===== src/rtl/alu_cmd_master_if.sv =====
// alu_cmd_master_if: command, operand word, tx/rx byte and result signals.
// The master modport is the alu_cmd_master side; slave is the sequencer side.
interface alu_cmd_master_if;
    logic        cmd_valid_i;
    logic        cmd_ready_o;
    logic        cmd_echo_i;
    logic [7:0]  cmd_count_i;
    logic [31:0] word_data_i;
    logic        word_valid_i;
    logic        word_ready_o;
    logic [7:0]  tx_data_o;
    logic        tx_valid_o;
    logic        tx_ready_i;
    logic [7:0]  rx_data_i;
    logic        rx_valid_i;
    logic        rx_ready_o;
    logic [7:0]  echo_data_o;
    logic        echo_valid_o;
    logic [31:0] result_o;
    logic        busy_o;
    logic        done_o;
    logic        error_o;

    modport master (
        input  cmd_valid_i, cmd_echo_i, cmd_count_i,
        input  word_data_i, word_valid_i,
        input  tx_ready_i, rx_data_i, rx_valid_i,
        output cmd_ready_o, word_ready_o,
        output tx_data_o, tx_valid_o, rx_ready_o,
        output echo_data_o, echo_valid_o,
        output result_o, busy_o, done_o, error_o
    );

    modport slave (
        output cmd_valid_i, cmd_echo_i, cmd_count_i,
        output word_data_i, word_valid_i,
        output tx_ready_i, rx_data_i, rx_valid_i,
        input  cmd_ready_o, word_ready_o,
        input  tx_data_o, tx_valid_o, rx_ready_o,
        input  echo_data_o, echo_valid_o,
        input  result_o, busy_o, done_o, error_o
    );
endinterface


===== src/rtl/alu_cmd_master.sv =====
// alu_cmd_master: frames ADD/ECHO commands for the UART ALU responder.
// Optional response watchdog enabled by defining ALU_CMD_TIMEOUT_EN.
module alu_cmd_master #(
    parameter int DATA_WIDTH     = 8,
    parameter int MAX_WORDS      = 255,
    parameter int TIMEOUT_CYCLES = 1_000_000
) (
    input logic              clk_i,
    input logic              rst_i,
    alu_cmd_master_if.master bus
);

    if (DATA_WIDTH != 8 || MAX_WORDS < 0 || MAX_WORDS > 255 ||
        TIMEOUT_CYCLES < 1) begin : g_bad_cfg
        $error("alu_cmd_master: unsupported parameter set");
    end

    typedef enum logic [2:0] {
        IDLE, HDR, LOAD, PAYLOAD, RESP, FINISH
    } state_t;

    state_t      state, state_n;
    logic        echo_mode;
    logic [7:0]  n_words;
    logic [7:0]  words_sent;
    logic [1:0]  idx;
    logic [23:0] sh;
    logic [7:0]  tx_data;
    logic [23:0] acc;
    logic [31:0] result;
    logic [15:0] echo_cnt;
    logic [7:0]  echo_data;
    logic        echo_valid;

    logic [15:0] frame_len;
    logic [15:0] echo_len;
    logic [7:0]  hdr_next;
    logic        tx_valid, rx_ready;
    logic        tx_hs, rx_hs, cmd_hs, word_hs;
    logic        in_window, echo_take, echo_done, add_take;
    logic        to_hit;

    assign echo_len  = {6'd0, n_words, 2'b00};
    assign frame_len = echo_len + 16'd4;

    assign tx_valid = (state == HDR) || (state == PAYLOAD);
    assign rx_ready = !((state == FINISH) && !echo_mode);

    assign tx_hs   = tx_valid && bus.tx_ready_i;
    assign rx_hs   = rx_ready && bus.rx_valid_i;
    assign cmd_hs  = (state == IDLE) && bus.cmd_valid_i;
    assign word_hs = (state == LOAD) && bus.word_valid_i;

    assign in_window = (state == HDR) || (state == LOAD) ||
                       (state == PAYLOAD) || (state == RESP);
    assign echo_take = echo_mode && in_window && rx_hs &&
                       (echo_cnt != echo_len);
    // Look ahead one byte so done follows the last echo by one cycle.
    assign echo_done = (echo_cnt == echo_len) ||
                       (echo_take && (echo_cnt + 16'd1 == echo_len));
    assign add_take  = !echo_mode && (state == RESP) && rx_hs;

    always_comb begin
        hdr_next = 8'h00;
        unique case (idx)
            2'd1:    hdr_next = frame_len[7:0];
            2'd2:    hdr_next = frame_len[15:8];
            default: hdr_next = 8'h00;
        endcase
    end

    always_ff @(posedge clk_i) begin
        if (rst_i) state <= IDLE;
        else       state <= state_n;
    end

    always_comb begin
        state_n = state;
        unique case (state)
            IDLE: if (bus.cmd_valid_i) state_n = HDR;
            HDR: begin
                if (tx_hs && idx == 2'd3)
                    state_n = (n_words == 8'd0) ? RESP : LOAD;
            end
            LOAD: if (bus.word_valid_i) state_n = PAYLOAD;
            PAYLOAD: begin
                if (tx_hs && idx == 2'd3)
                    state_n = (words_sent < n_words) ? LOAD : RESP;
            end
            RESP: begin
                if (to_hit)
                    state_n = IDLE;
                else if (echo_mode && echo_done)
                    state_n = FINISH;
                else if (add_take && idx == 2'd3)
                    state_n = FINISH;
            end
            FINISH:  state_n = IDLE;
            default: state_n = IDLE;
        endcase
    end

    always_ff @(posedge clk_i) begin
        if (rst_i) begin
            echo_mode  <= 1'b0;
            n_words    <= '0;
            words_sent <= '0;
            idx        <= '0;
            sh         <= '0;
            tx_data    <= '0;
            acc        <= '0;
            result     <= '0;
            echo_cnt   <= '0;
            echo_data  <= '0;
            echo_valid <= 1'b0;
        end else begin
            echo_valid <= 1'b0;
            if (cmd_hs) begin
                echo_mode  <= bus.cmd_echo_i;
                n_words    <= bus.cmd_count_i;
                words_sent <= '0;
                idx        <= '0;
                echo_cnt   <= '0;
                tx_data    <= bus.cmd_echo_i ? 8'hEC : 8'hAD;
            end
            if (state == HDR && tx_hs) begin
                idx     <= idx + 2'd1;
                tx_data <= hdr_next;
            end
            if (word_hs) begin
                words_sent <= words_sent + 8'd1;
                tx_data    <= bus.word_data_i[7:0];
                sh         <= bus.word_data_i[31:8];
            end
            if (state == PAYLOAD && tx_hs) begin
                idx     <= idx + 2'd1;
                tx_data <= sh[7:0];
                sh      <= {8'h00, sh[23:8]};
            end
            // Reply arrives LSB first; result only updates on the 4th byte.
            if (add_take) begin
                idx <= idx + 2'd1;
                acc <= {bus.rx_data_i, acc[23:8]};
                if (idx == 2'd3) result <= {bus.rx_data_i, acc};
            end
            if (echo_take) begin
                echo_cnt   <= echo_cnt + 16'd1;
                echo_data  <= bus.rx_data_i;
                echo_valid <= 1'b1;
            end
        end
    end

`ifdef ALU_CMD_TIMEOUT_EN
    localparam int TW = $clog2(TIMEOUT_CYCLES + 1);
    logic [TW-1:0] to_cnt;
    logic          err;

    assign to_hit = (state == RESP) && !rx_hs &&
                    (to_cnt == TW'(TIMEOUT_CYCLES - 1));

    always_ff @(posedge clk_i) begin
        if (rst_i) begin
            to_cnt <= '0;
            err    <= 1'b0;
        end else begin
            err <= to_hit;
            if (state != RESP || rx_hs) to_cnt <= '0;
            else                        to_cnt <= to_cnt + 1'b1;
        end
    end

    assign bus.error_o = err;
`else
    assign to_hit      = 1'b0;
    assign bus.error_o = 1'b0;
`endif

    assign bus.cmd_ready_o  = (state == IDLE);
    assign bus.word_ready_o = (state == LOAD);
    assign bus.tx_data_o    = tx_data;
    assign bus.tx_valid_o   = tx_valid;
    assign bus.rx_ready_o   = rx_ready;
    assign bus.echo_data_o  = echo_data;
    assign bus.echo_valid_o = echo_valid;
    assign bus.result_o     = result;
    assign bus.busy_o       = (state != IDLE);
    assign bus.done_o       = (state == FINISH);

endmodule


===== src/flat_wrapper.sv =====
// flat-port wrapper written by rule: the top's interface ports become plain ports
module alu_cmd_master_flat 
#(
    parameter int DATA_WIDTH     = 8,
    parameter int MAX_WORDS      = 255,
    parameter int TIMEOUT_CYCLES = 1_000_000
)
  (clk_i, rst_i, bus_cmd_valid_i, bus_cmd_echo_i, bus_cmd_count_i, bus_word_data_i, bus_word_valid_i, bus_tx_ready_i, bus_rx_data_i, bus_rx_valid_i, bus_cmd_ready_o, bus_word_ready_o, bus_tx_data_o, bus_tx_valid_o, bus_rx_ready_o, bus_echo_data_o, bus_echo_valid_o, bus_result_o, bus_busy_o, bus_done_o, bus_error_o);
  alu_cmd_master_if bus_i ();
  input logic clk_i;
  input logic rst_i;
  input wire logic [$bits(bus_i.cmd_valid_i)-1:0] bus_cmd_valid_i;
  input wire logic [$bits(bus_i.cmd_echo_i)-1:0] bus_cmd_echo_i;
  input wire logic [$bits(bus_i.cmd_count_i)-1:0] bus_cmd_count_i;
  input wire logic [$bits(bus_i.word_data_i)-1:0] bus_word_data_i;
  input wire logic [$bits(bus_i.word_valid_i)-1:0] bus_word_valid_i;
  input wire logic [$bits(bus_i.tx_ready_i)-1:0] bus_tx_ready_i;
  input wire logic [$bits(bus_i.rx_data_i)-1:0] bus_rx_data_i;
  input wire logic [$bits(bus_i.rx_valid_i)-1:0] bus_rx_valid_i;
  output wire logic [$bits(bus_i.cmd_ready_o)-1:0] bus_cmd_ready_o;
  output wire logic [$bits(bus_i.word_ready_o)-1:0] bus_word_ready_o;
  output wire logic [$bits(bus_i.tx_data_o)-1:0] bus_tx_data_o;
  output wire logic [$bits(bus_i.tx_valid_o)-1:0] bus_tx_valid_o;
  output wire logic [$bits(bus_i.rx_ready_o)-1:0] bus_rx_ready_o;
  output wire logic [$bits(bus_i.echo_data_o)-1:0] bus_echo_data_o;
  output wire logic [$bits(bus_i.echo_valid_o)-1:0] bus_echo_valid_o;
  output wire logic [$bits(bus_i.result_o)-1:0] bus_result_o;
  output wire logic [$bits(bus_i.busy_o)-1:0] bus_busy_o;
  output wire logic [$bits(bus_i.done_o)-1:0] bus_done_o;
  output wire logic [$bits(bus_i.error_o)-1:0] bus_error_o;
  assign bus_i.cmd_valid_i = bus_cmd_valid_i;
  assign bus_i.cmd_echo_i = bus_cmd_echo_i;
  assign bus_i.cmd_count_i = bus_cmd_count_i;
  assign bus_i.word_data_i = bus_word_data_i;
  assign bus_i.word_valid_i = bus_word_valid_i;
  assign bus_i.tx_ready_i = bus_tx_ready_i;
  assign bus_i.rx_data_i = bus_rx_data_i;
  assign bus_i.rx_valid_i = bus_rx_valid_i;
  assign bus_cmd_ready_o = bus_i.cmd_ready_o;
  assign bus_word_ready_o = bus_i.word_ready_o;
  assign bus_tx_data_o = bus_i.tx_data_o;
  assign bus_tx_valid_o = bus_i.tx_valid_o;
  assign bus_rx_ready_o = bus_i.rx_ready_o;
  assign bus_echo_data_o = bus_i.echo_data_o;
  assign bus_echo_valid_o = bus_i.echo_valid_o;
  assign bus_result_o = bus_i.result_o;
  assign bus_busy_o = bus_i.busy_o;
  assign bus_done_o = bus_i.done_o;
  assign bus_error_o = bus_i.error_o;
  alu_cmd_master #(.DATA_WIDTH(DATA_WIDTH), .MAX_WORDS(MAX_WORDS), .TIMEOUT_CYCLES(TIMEOUT_CYCLES)) u_core (.clk_i(clk_i), .rst_i(rst_i), .bus(bus_i));
endmodule

===== config.mk =====
export PLATFORM = sky130hd
export DESIGN_NAME = alu_cmd_master_flat
export DESIGN_NICKNAME = d
export VERILOG_FILES = /design/src/rtl/alu_cmd_master_if.sv /design/src/rtl/alu_cmd_master.sv /design/src/flat_wrapper.sv
export SDC_FILE = /design/constraint.sdc
export NUM_CORES = 1
export LEC_CHECK = 0
export BUFFER_PORTS_ARGS = -buffer_cell sky130_fd_sc_hd__buf_2
export CORE_MARGIN = 3
export CORE_UTILIZATION = 40
export CTS_CLUSTER_DIAMETER = 80
export CTS_CLUSTER_SIZE = 10
export DETAILED_ROUTE_END_ITERATION = 8
export PLACE_DENSITY = 0.62
export SLEW_MARGIN = 10
export SYNTH_ARGS = -nofsm -noshare
export SYNTH_HDL_FRONTEND = slang
export SYNTH_SLANG_ARGS = --single-unit

===== constraint.sdc =====
create_clock -name clk_i -period 2.2 [get_ports clk_i]
set_input_delay 0.33 -clock clk_i [delete_from_list [all_inputs] [get_ports clk_i]]
set_output_delay 0.33 -clock clk_i [all_outputs]
set_load 0.005 [all_outputs]

==> impl_metrics.py, run 1 <==
metrics = {
    "sta": {
        "rsz0062_at_grt": "yes",
        "setup_viol": 0,
        "final.setup.tns_ns": 0,
        "skew_ns": 0.01517,
        "min_period_over_period_pct": 95.48,
        "slew_violations": 0,
        "hold_viol_final": 0,
        "fmax_mhz": 476.0,
        "worst_pin_slew_ns": 0.7291,
        "relSlewSlack_pct": 51.02,
        "period_needed_ns": 2.101,
    },
    "power_and_ir_drop": {
        "power_density_nw_per_um2": 734.3,
        "clkPwrFrac_pct": 47.6,
        "ir_drop_mv": 0.5409,
        "p_comb_share_pct": 8.7,
        "leakage_nw": 3.035,
        "internal-power_w": 0.004397,
        "seqPwrFrac_pct": 43.7,
        "finalPower_w": 0.005743,
        "netSwitchingFraction_pct": 23.44,
        "power.switching_w": 0.001346,
    },
    "die": {
        "start_util_pct": 41.02,
        "die_area_um2": 17180,
        "core-area_um2": 15260,
        "die_w_um": 131.1,
        "boundaryPins": 111,
        "num_rows": 45,
        "die_h_um": 131.1,
    },
    "yosys": {
        "synth_nets": 892,
        "synth_area_leaders": "dfxtp_1, nand2_1, a21oi_1, nor2_1, ha_1",
        "synth.yosys.warnings": 0,
        "synthFlopType": "dfxtp_1",
        "synthArstFlopShare_pct": 0,
        "synthDistinctLibCells": 57,
        "syn_area_per_cell_um2": 7.614,
        "ys_ff_latch": 135,
        "synthCells": 822,
        "netlist.area_leader.share_pct": 43.18,
        "yosysTopAreaCell": "dfxtp_1",
        "yosysSeqAreaShare_pct": 43.18,
        "synth-edff-count": 0,
        "synth.most_common_cell": "nand2_1",
        "syn_area_um2": 6259,
        "yosys-top-cells-count": "nand2_1, dfxtp_1, a21oi_1, nor2_1, clkbuf_1",
    },
    "global_route": {
        "grt_max_degree": 67,
        "grt_pass1_vias": 5330,
        "antenna_found_initial": 0,
        "grt_pass1_wl_um": 26900,
        "gr-usage-all-layers_pct": 19.79,
        "overflow": 0,
    },
    "routing": {
        "viasPerCell": 5.105,
        "vias": 5932,
        "route.detailed.drc": 0,
        "post_drt_wl_per_cell_um": 14.38,
        "ant_nets": 0,
        "drt_iter0_markers": 333,
        "first_pass_iters": 6,
        "routed_wirelength_um": 16710,
    },
    "place": {
        "globalplace.congestion": 0.8874,
        "hpwl_um": 11770,
        "portBuffers": 109,
    },
    "clock_network": {
        "cts_tree": "built",
        "cts_hold_buf": 0,
        "root_buffer": "clkbuf_16",
        "clockBufferDepth": 2,
        "htree_levels": 4,
        "numCtsBuffers": 17,
        "clock_sinks": 135,
        "clock_latency_ns": 0.42,
        "clk_pin_slew_ns": 0.06,
    },
    "setup_path": {
        "cp.required_ns": 2.53,
        "crit_fanout": 8,
        "critical_path_class": "flop to flop",
        "start_kind": "flop",
        "arrival_ns": 2.43,
        "end_kind": "flop",
    },
    "run": {
        "maxCapViolCount": 0,
    },
    "outcome": {
        "outcome": "finished clean",
    },
    "cells_and_area": {
        "final_net_count": 1010,
        "area_growth_pct": 24.97,
        "drive_gt1_share_pct": 21.87,
        "num_antenna_cells": 0,
        "utilization_pct": 51.26,
    },
    "min_path": {
        "min_path_type": "primary input to flop",
    },
}
area by class of cell:
class / count / area (µm²)
fillers: 1520 / 7437
multi-input cells: 612 / 3278
flip-flops and latches: 135 / 2711
repair buffers: 157 / 940.9
clock buffers: 22 / 464.2
well taps: 211 / 264.0
clock inverters: 8 / 98.84
inverters: 17 / 63.81
registers in the layout, summed over array words and instances (netlist names), 8 cells and up:
signal,count
u_core.words_sent,8
u_core.acc,24
u_core.bus.result_o,32
u_core.bus.echo_data_o,8
u_core.echo_cnt,16
u_core.bus.tx_data_o,8
u_core.sh,24
u_core.n_words,8
through the flow:
stage                     worst slack [ns]  std cells  hold WS [ns]  instance area (µm²)
after global routing             -0.005459       1162        0.1438                 7821
after CTS                          0.01237       1159        0.1266                 7751
final                              0.09933       1162        0.1421                 7821
after floorplan                     0.1859        822        0.4321                 6259
after detailed placement           0.02437       1129        0.4432                 7188
after global placement             0.09598       1129        0.4394                 7188
critical path, stage by stage (launching register included):
cell and delay (ns):
dfxtp_1 0.34, xor2_1 0.17, or4b_4 0.55, nor4_4 0.28, nor2_2 0.09, buf_6 0.15
nor2_8 0.16, a21oi_1 0.07, a211oi_2 0.21
metal layers:
metal  vias to the layer above  track usage, %  routed length [µm]
met2                       182           28.35                7203
met5                         -               0                   0
met1                      2708           29.09                8266
met3                        17           5.065                1060
met4                         0           6.110                 183
li1                       3025               -                   -
cell usage in the layout, fill, tap and decap left out, types with 3 or more instances in the layout:
cell and n:
buf_4 45, a211oi_2 3, nor2_1 69, mux2i_1 4
a21oi_1 109, and2_1 5, inv_1 16, a31oi_1 6
a211oi_1 8, clkinv_2 3, ha_1 14, nand2_1 221
dfxtp_1 130, o21ai_0 16, clkbuf_1 3, xnor2_1 16
nand3_1 21, or3_1 4, nand4_1 8, nor4_1 4
buf_2 108, xor2_1 8, o211ai_1 4, nand2b_1 7
a311oi_1 16, dfxtp_2 4, and3_1 3, clkbuf_16 17
o21ai_1 5, nor2b_1 5, nor3_1 16
cells by family (layout without fill, tap and decap cells):
kind of cell	count (synthesis)	after routing	share of synthesized area [%]
DFF	135	135	43.18
adders and majority gates	15	15	2.999
muxes	6	6	0.9996
AOI/OAI and AO/OA	183	183	17.39
buffers and inverters	75	204	4.938
other	1	1	0.05992
xor gates and xnor gates	25	25	3.499
and+or+nand+nor	382	382	26.93
repair_timing:
item | in CTS | in global routing
resized for setup | 0 | 16
setup buffers | 0 | 3
setup endpoints to repair | 0 | 27
final timing paths:
kind,from,slack (ns),cells past startpoint,endpoint
min,bus_word_data_i[24],0.14,3,u_core.sh[16]$_SDFFE_PP0P_
min reg2reg,u_core.bus.result_o[26]$_SDFFE_PP0P_,0.45,2,u_core.bus.result_o[26]$_SDFFE_PP0P_
max,u_core.echo_cnt[6]$_SDFFE_PP0P_,0.1,8,u_core.echo_cnt[2]$_SDFFE_PP0P_
max reg2reg,u_core.echo_cnt[6]$_SDFFE_PP0P_,0.1,8,u_core.echo_cnt[2]$_SDFFE_PP0P_
power groups by stage:
stage	combinational (W)	sequential [W]	clock, W
CTS	0.000492	0.00251	0.00280
detailed placement	0.000490	0.00256	0
finish	0.000498	0.00251	0.00273
global route	0.000553	0.00252	0.00290
floorplan	0.000283	0.00255	0
global placement	0.000490	0.00256	0
(Power assumes the default switching activity.)
==> run 2: changes to the inputs <==
--- a/config.mk
+++ b/config.mk
@@ -11,8 +11,8 @@
 export CTS_CLUSTER_DIAMETER = 80
 export CTS_CLUSTER_SIZE = 10
 export DETAILED_ROUTE_END_ITERATION = 8
-export PLACE_DENSITY = 0.62
-export SLEW_MARGIN = 10
+export PLACE_DENSITY = 0.69
+export SLEW_MARGIN = 20
 export SYNTH_ARGS = -nofsm -noshare
 export SYNTH_HDL_FRONTEND = slang
 export SYNTH_SLANG_ARGS = --single-unit
==> impl_metrics.py, run 2 (synthesis results as in run 1) <==
metrics = {
    "die": {
        "die_area_um2": 17180,
        "die_h_um": 131.1,
        "start_util_pct": 41.02,
        "core-area_um2": 15260,
        "num_rows": 45,
        "die_w_um": 131.1,
        "boundaryPins": 111,
    },
    "clock_network": {
        "numCtsBuffers": 17,
        "htree_levels": 4,
        "clk_pin_slew_ns": 0.07,
        "clock_latency_ns": 0.42,
        "root_buffer": "clkbuf_16",
        "clock_sinks": 135,
        "cts_tree": "built",
        "clockBufferDepth": 2,
    },
    "run": {
        "maxCapViolCount": 0,
    },
    "sta": {
        "min_period_over_period_pct": 96.67,
        "hold_viol_final": 0,
        "period_needed_ns": 2.127,
        "skew_ns": 0.007982,
        "final.setup.tns_ns": 0,
        "fmax_mhz": 470.2,
        "setup_viol": 0,
        "slew_violations": 0,
    },
    "global_route": {
        "grt_pass1_wl_um": 26690,
        "gr-usage-all-layers_pct": 19.75,
        "grt_max_degree": 47,
        "overflow": 0,
        "antenna_found_initial": 0,
        "grt_pass1_vias": 5262,
    },
    "cells_and_area": {
        "multi_input_area_um2": 3293,
        "area_growth_pct": 26.01,
        "final_net_count": 1012,
        "fill_cells": 1487,
        "final_cell_mix": "nand2_1, dfxtp_1, a21oi_1",
        "final_common_cell": "nand2_1",
        "largest_reg_flops": 32,
        "drive_gt1_share_pct": 22.51,
        "regArea_um2": 2706,
        "instances_no_fill": 1167,
    },
    "power_and_ir_drop": {
        "power_density_nw_per_um2": 744.9,
        "ir_drop_mv": 0.5567,
        "leakage_nw": 3.067,
    },
    "routing": {
        "viasPerCell": 5.128,
        "vias": 5984,
        "first_pass_iters": 5,
        "ant_nets": 0,
        "routed_wirelength_um": 16840,
        "drt_iter0_markers": 386,
        "post_drt_wl_per_cell_um": 14.43,
        "route.detailed.drc": 0,
    },
    "setup_path": {
        "worstReg2RegStart": "u_core.echo_cnt[6]$_SDFFE_PP0P_",
        "r2r_setup_slack_ns": 0.07,
        "end_kind": "flop",
        "worstPathCellList": "xor2_1, or4b_4, nor4_4, nor2_4, buf_12, nor2_8, nor2_1, a211oi_2",
        "slowest_delay_ns": 0.56,
        "worstReg2RegEnd": "u_core.echo_cnt[15]$_SDFFE_PP0P_",
        "crit_fanout": 9,
        "rr_worst_depth": 8,
        "critPathSlowestCell": "or4b_4",
        "arrival_ns": 2.47,
        "start_kind": "flop",
        "critical_path_class": "flop to flop",
        "cp.required_ns": 2.54,
    },
    "place": {
        "hpwl_um": 11950,
        "place_inst": 1129,
        "portBuffers": 109,
        "globalplace.congestion": 0.9477,
    },
    "min_path": {
        "min_path_type": "primary input to flop",
        "hold-path-endpoint": "u_core.sh[19]$_SDFFE_PP0P_",
        "min_path_cells": 3,
        "hp-start": "bus_word_data_i[27]",
    },
    "outcome": {
        "outcome": "finished clean",
    },
}
run 2: cell types whose count changed in the layout (fill, tap and decap cells not counted), sizes merged:
| cell | before | now |
|---|---|---|
| buf | 157 | 159 |
| bufinv | 2 | 1 |
| clkbuf | 22 | 18 |
| clkinvlp | 2 | 0 |
| diode | 0 | 1 |
| inv | 18 | 27 |
run 2: power by group:
part	switching, W	internal, W	total, W
combinational	0.000297	0.000209	0.000506
sequential	0.0000317	0.00248	0.00251
clock	0.00122	0.00164	0.00286
run 2: metal layers:
metal	track usage, %	wire length [µm]	vias up
met5	0	0	-
met4	7.018	355	0
met3	5.146	1061	26
met2	30.08	7442	185
met1	27.11	7980	2737
li1	-	-	3036
run 2: critical path, delay by kind of cell (launching register included):
kind,cells,cell delay [ns]
xor+xnor,1,0.16
simple gates,5,1.21
flops,1,0.32
buf+inv,1,0.15
compound gates,1,0.21
run 2: worst max path at each step:
stage | startpoint | to | slack (ns)
2_1_floorplan | u_core.echo_cnt[4]$_SDFFE_PP0P_ | u_core.bus.echo_data_o[7]$_SDFFE_PP0P_ | 0.19
3_3_place_gp | u_core.echo_cnt[0]$_SDFFE_PP0P_ | u_core.echo_cnt[5]$_SDFFE_PP0P_ | 0.13
3_5_place_dp | u_core.echo_cnt[0]$_SDFFE_PP0P_ | u_core.echo_cnt[15]$_SDFFE_PP0P_ | 0.03
4_1_cts | u_core.echo_cnt[0]$_SDFFE_PP0P_ | u_core.echo_cnt[15]$_SDFFE_PP0P_ | 0.007
5_1_grt | u_core.echo_cnt[4]$_SDFFE_PP0P_ | u_core.echo_cnt[15]$_SDFFE_PP0P_ | -0.01
6_report | u_core.echo_cnt[6]$_SDFFE_PP0P_ | u_core.echo_cnt[15]$_SDFFE_PP0P_ | 0.07
run 2: layout make-up:
cell class,count,share of cell area (%)
diodes,1,0.03173
well taps,211,3.348
flip-flops and latches,135,34.32
clock inverters,14,1.936
inverters,17,0.8091
multi-input cells,612,41.76
clock buffers,18,5.569
repair buffers,159,12.23
run 2: per-stage QoR:
step | hold WS, ns | utilization [%] | instance area [µm²] | setup slack [ns] | total power, W
after floorplan | 0.4321 | - | 6259 | 0.1859 | 0.002838
after CTS | 0.1239 | 51.07 | 7792 | 0.006842 | 0.005909
after global placement | 0.4388 | 47.19 | 7201 | 0.1277 | 0.003054
after detailed placement | 0.4437 | 47.19 | 7201 | 0.03373 | 0.003057
after global routing | 0.1301 | 51.67 | 7884 | -0.01276 | 0.006088
final | 0.1362 | 51.69 | 7886 | 0.07327 | 0.005875
run 2: what timing repair did:
action	CTS	global route
setup buffers	0	5
setup endpoints to repair	0	20
hold buffers	0	0
resized for setup	0	14
==> run 3: changes to the inputs <==
--- a/config.mk
+++ b/config.mk
@@ -7,11 +7,11 @@
 export LEC_CHECK = 0
 export BUFFER_PORTS_ARGS = -buffer_cell sky130_fd_sc_hd__buf_2
 export CORE_MARGIN = 3
-export CORE_UTILIZATION = 40
+export CORE_UTILIZATION = 30
 export CTS_CLUSTER_DIAMETER = 80
 export CTS_CLUSTER_SIZE = 10
 export DETAILED_ROUTE_END_ITERATION = 8
-export PLACE_DENSITY = 0.69
+export PLACE_DENSITY = 0.57
 export SLEW_MARGIN = 20
 export SYNTH_ARGS = -nofsm -noshare
 export SYNTH_HDL_FRONTEND = slang
==> impl_metrics.py, run 3 (synthesis results as in run 1) <==
metrics = {
    "global_route": {
        "grt_pass1_wl_um": 28500,
        "overflow": 0,
        "grt_pass1_vias": 5531,
        "antenna_found_initial": 0,
        "grt_max_degree": 62,
        "gr-usage-all-layers_pct": 15.93,
    },
    "clock_network": {
        "cts_hold_buf": 0,
        "clock_latency_ns": 0.42,
        "clk_pin_slew_ns": 0.07,
        "clockBufferDepth": 2,
        "numCtsBuffers": 17,
        "htree_levels": 4,
        "clock_sinks": 135,
        "root_buffer": "clkbuf_16",
        "cts_tree": "built",
    },
    "place": {
        "pre_cts_ws_ns": 0.05972,
        "portBuffers": 109,
        "post_dp_cell_area_um2": 7272,
        "hpwl_um": 12730,
        "globalplace.congestion": 0.9020,
    },
    "power_and_ir_drop": {
        "p_comb_share_pct": 8.7,
        "internal-power_w": 0.004296,
        "ir_drop_mv": 0.4701,
        "netSwitchingFraction_pct": 25.90,
        "power_density_nw_per_um2": 732.9,
        "clkPwrFrac_pct": 48.1,
        "leakage_nw": 3.062,
        "power.switching_w": 0.001502,
        "seqPwrFrac_pct": 43.3,
    },
    "routing": {
        "routed_wirelength_um": 17600,
        "first_pass_iters": 5,
        "post_drt_wl_per_cell_um": 14.39,
        "drt_iter0_markers": 401,
        "ant_nets": 0,
        "route.detailed.drc": 0,
        "vias": 5901,
        "viasPerCell": 4.825,
    },
    "setup_path": {
        "worstPathCellList": "buf_4, and4_1, a21oi_1, or2_2, o31ai_1, o2bb2ai_1, nand4_1, a211oi_1",
        "cp_top_family": "compound AO/OA/AOI/OAI gates",
        "crit_fanout": 8,
        "arrival_ns": 2.42,
        "cp_num_buf_inv": 1,
        "slowest_delay_ns": 0.41,
        "start_kind": "flop",
        "cp.required_ns": 2.54,
        "end_kind": "flop",
        "critPathSlowestCell": "dfxtp_1",
        "critical_path_class": "flop to flop",
    },
    "cells_and_area": {
        "regArea_um2": 2705,
        "drive_gt1_share_pct": 21.83,
        "final_cell_mix": "nand2_1, dfxtp_1, a21oi_1",
        "largest_reg_flops": 32,
        "final_common_cell": "nand2_1",
        "num_antenna_cells": 0,
        "fin_area_um2": 7911,
        "final_net_count": 1010,
        "fill_cells": 2167,
        "area_growth_pct": 26.41,
        "multi_input_area_um2": 3277,
    },
    "die": {
        "die_area_um2": 22630,
        "die_h_um": 150.4,
        "boundaryPins": 111,
        "start_util_pct": 30.73,
        "die_w_um": 150.4,
        "num_rows": 52,
        "core-area_um2": 20360,
    },
    "run": {
        "maxCapViolCount": 0,
    },
    "sta": {
        "hold_viol_final": 0,
        "skew_ns": 0.007088,
        "postLayoutSetupSlackWorst_ns": 0.1159,
        "slew_violations": 0,
        "min_period_over_period_pct": 94.73,
        "period_needed_ns": 2.084,
        "worst_pin_slew_ns": 0.8396,
        "relSlewSlack_pct": 43.60,
        "fmax_mhz": 479.8,
        "setup_viol": 0,
    },
    "outcome": {
        "outcome": "finished clean",
    },
    "min_path": {
        "min_path_type": "primary input to flop",
    },
}
==> run 3: worst register-to-register path, cell delays in order, from the launching register on <==
cell and delay (ns):
dfxtp_1 0.41, buf_4 0.20, and4_1 0.25, a21oi_1 0.10
or2_2 0.32, o31ai_1 0.20, o2bb2ai_1 0.18, nand4_1 0.12
a211oi_1 0.23
==> run 3: power groups by stage <==
stage / sequential (W) / combinational [W] / clock, W
2_1_floorplan: 0.00255 / 0.000283 / 0
4_1_cts: 0.00251 / 0.000505 / 0.00286
5_1_grt: 0.00251 / 0.000561 / 0.00297
6_report: 0.00251 / 0.000502 / 0.00279
3_5_place_dp: 0.00256 / 0.000503 / 0
3_3_place_gp: 0.00256 / 0.000503 / 0
==> run 3: timing repair <==
action                                  CTS  global route
resized for setup                         0             8
setup buffers                             0             2
endpoints found under the setup margin    0            21
==> run 3: cell type report <==
cell class / count / area share, %
multi-input combinational: 612 / 41.42
sequential: 135 / 34.19
timing repair buffer: 157 / 12.00
clock buffer: 18 / 5.551
tap: 270 / 4.270
clock inverter: 14 / 1.755
inverter: 17 / 0.8066
==> run 3: path summary, 6_finish.rpt <==
check,from,to,slack [ns],cells after the start
worst min register to register,u_core.bus.result_o[31]$_SDFFE_PP0P_,u_core.bus.result_o[31]$_SDFFE_PP0P_,0.45,2
worst max-delay path,u_core.echo_cnt[3]$_SDFFE_PP0P_,u_core.state[0]$_SDFFE_PP0P_,0.12,8
worst max register to register,u_core.echo_cnt[3]$_SDFFE_PP0P_,u_core.state[0]$_SDFFE_PP0P_,0.12,8
worst min-delay path,bus_word_data_i[28],u_core.sh[20]$_SDFFE_PP0P_,0.14,3
==> run 3: metrics by stage <==
stage               setup TNS, ns  hold slack [ns]  total power [W]  std cells  util (%)
floorplan                       0           0.4321         0.002838        822         -
global placement                0           0.4400         0.003066       1189     35.71
detailed placement              0           0.4435         0.003066       1189     35.71
CTS                             0           0.1188         0.005876       1221     38.55
global route            -0.003089           0.1228         0.006048       1223     38.85
finish                          0           0.1380         0.005798       1223     38.85
==> run 3: routing by layer <==
| metal | GRT usage [%] | routed length [µm] | part of all wire, % | vias up |
|---|---|---|---|---|
| met5 | 0 | 0 | 0 | - |
| met3 | 3.492 | 1023 | 5.8 | 21 |
| met1 | 22.08 | 8531 | 48 | 2691 |
| met4 | 5.993 | 346 | 2.0 | 0 |
| li1 | - | - | - | 3029 |
| met2 | 24.24 | 7693 | 44 | 160 |
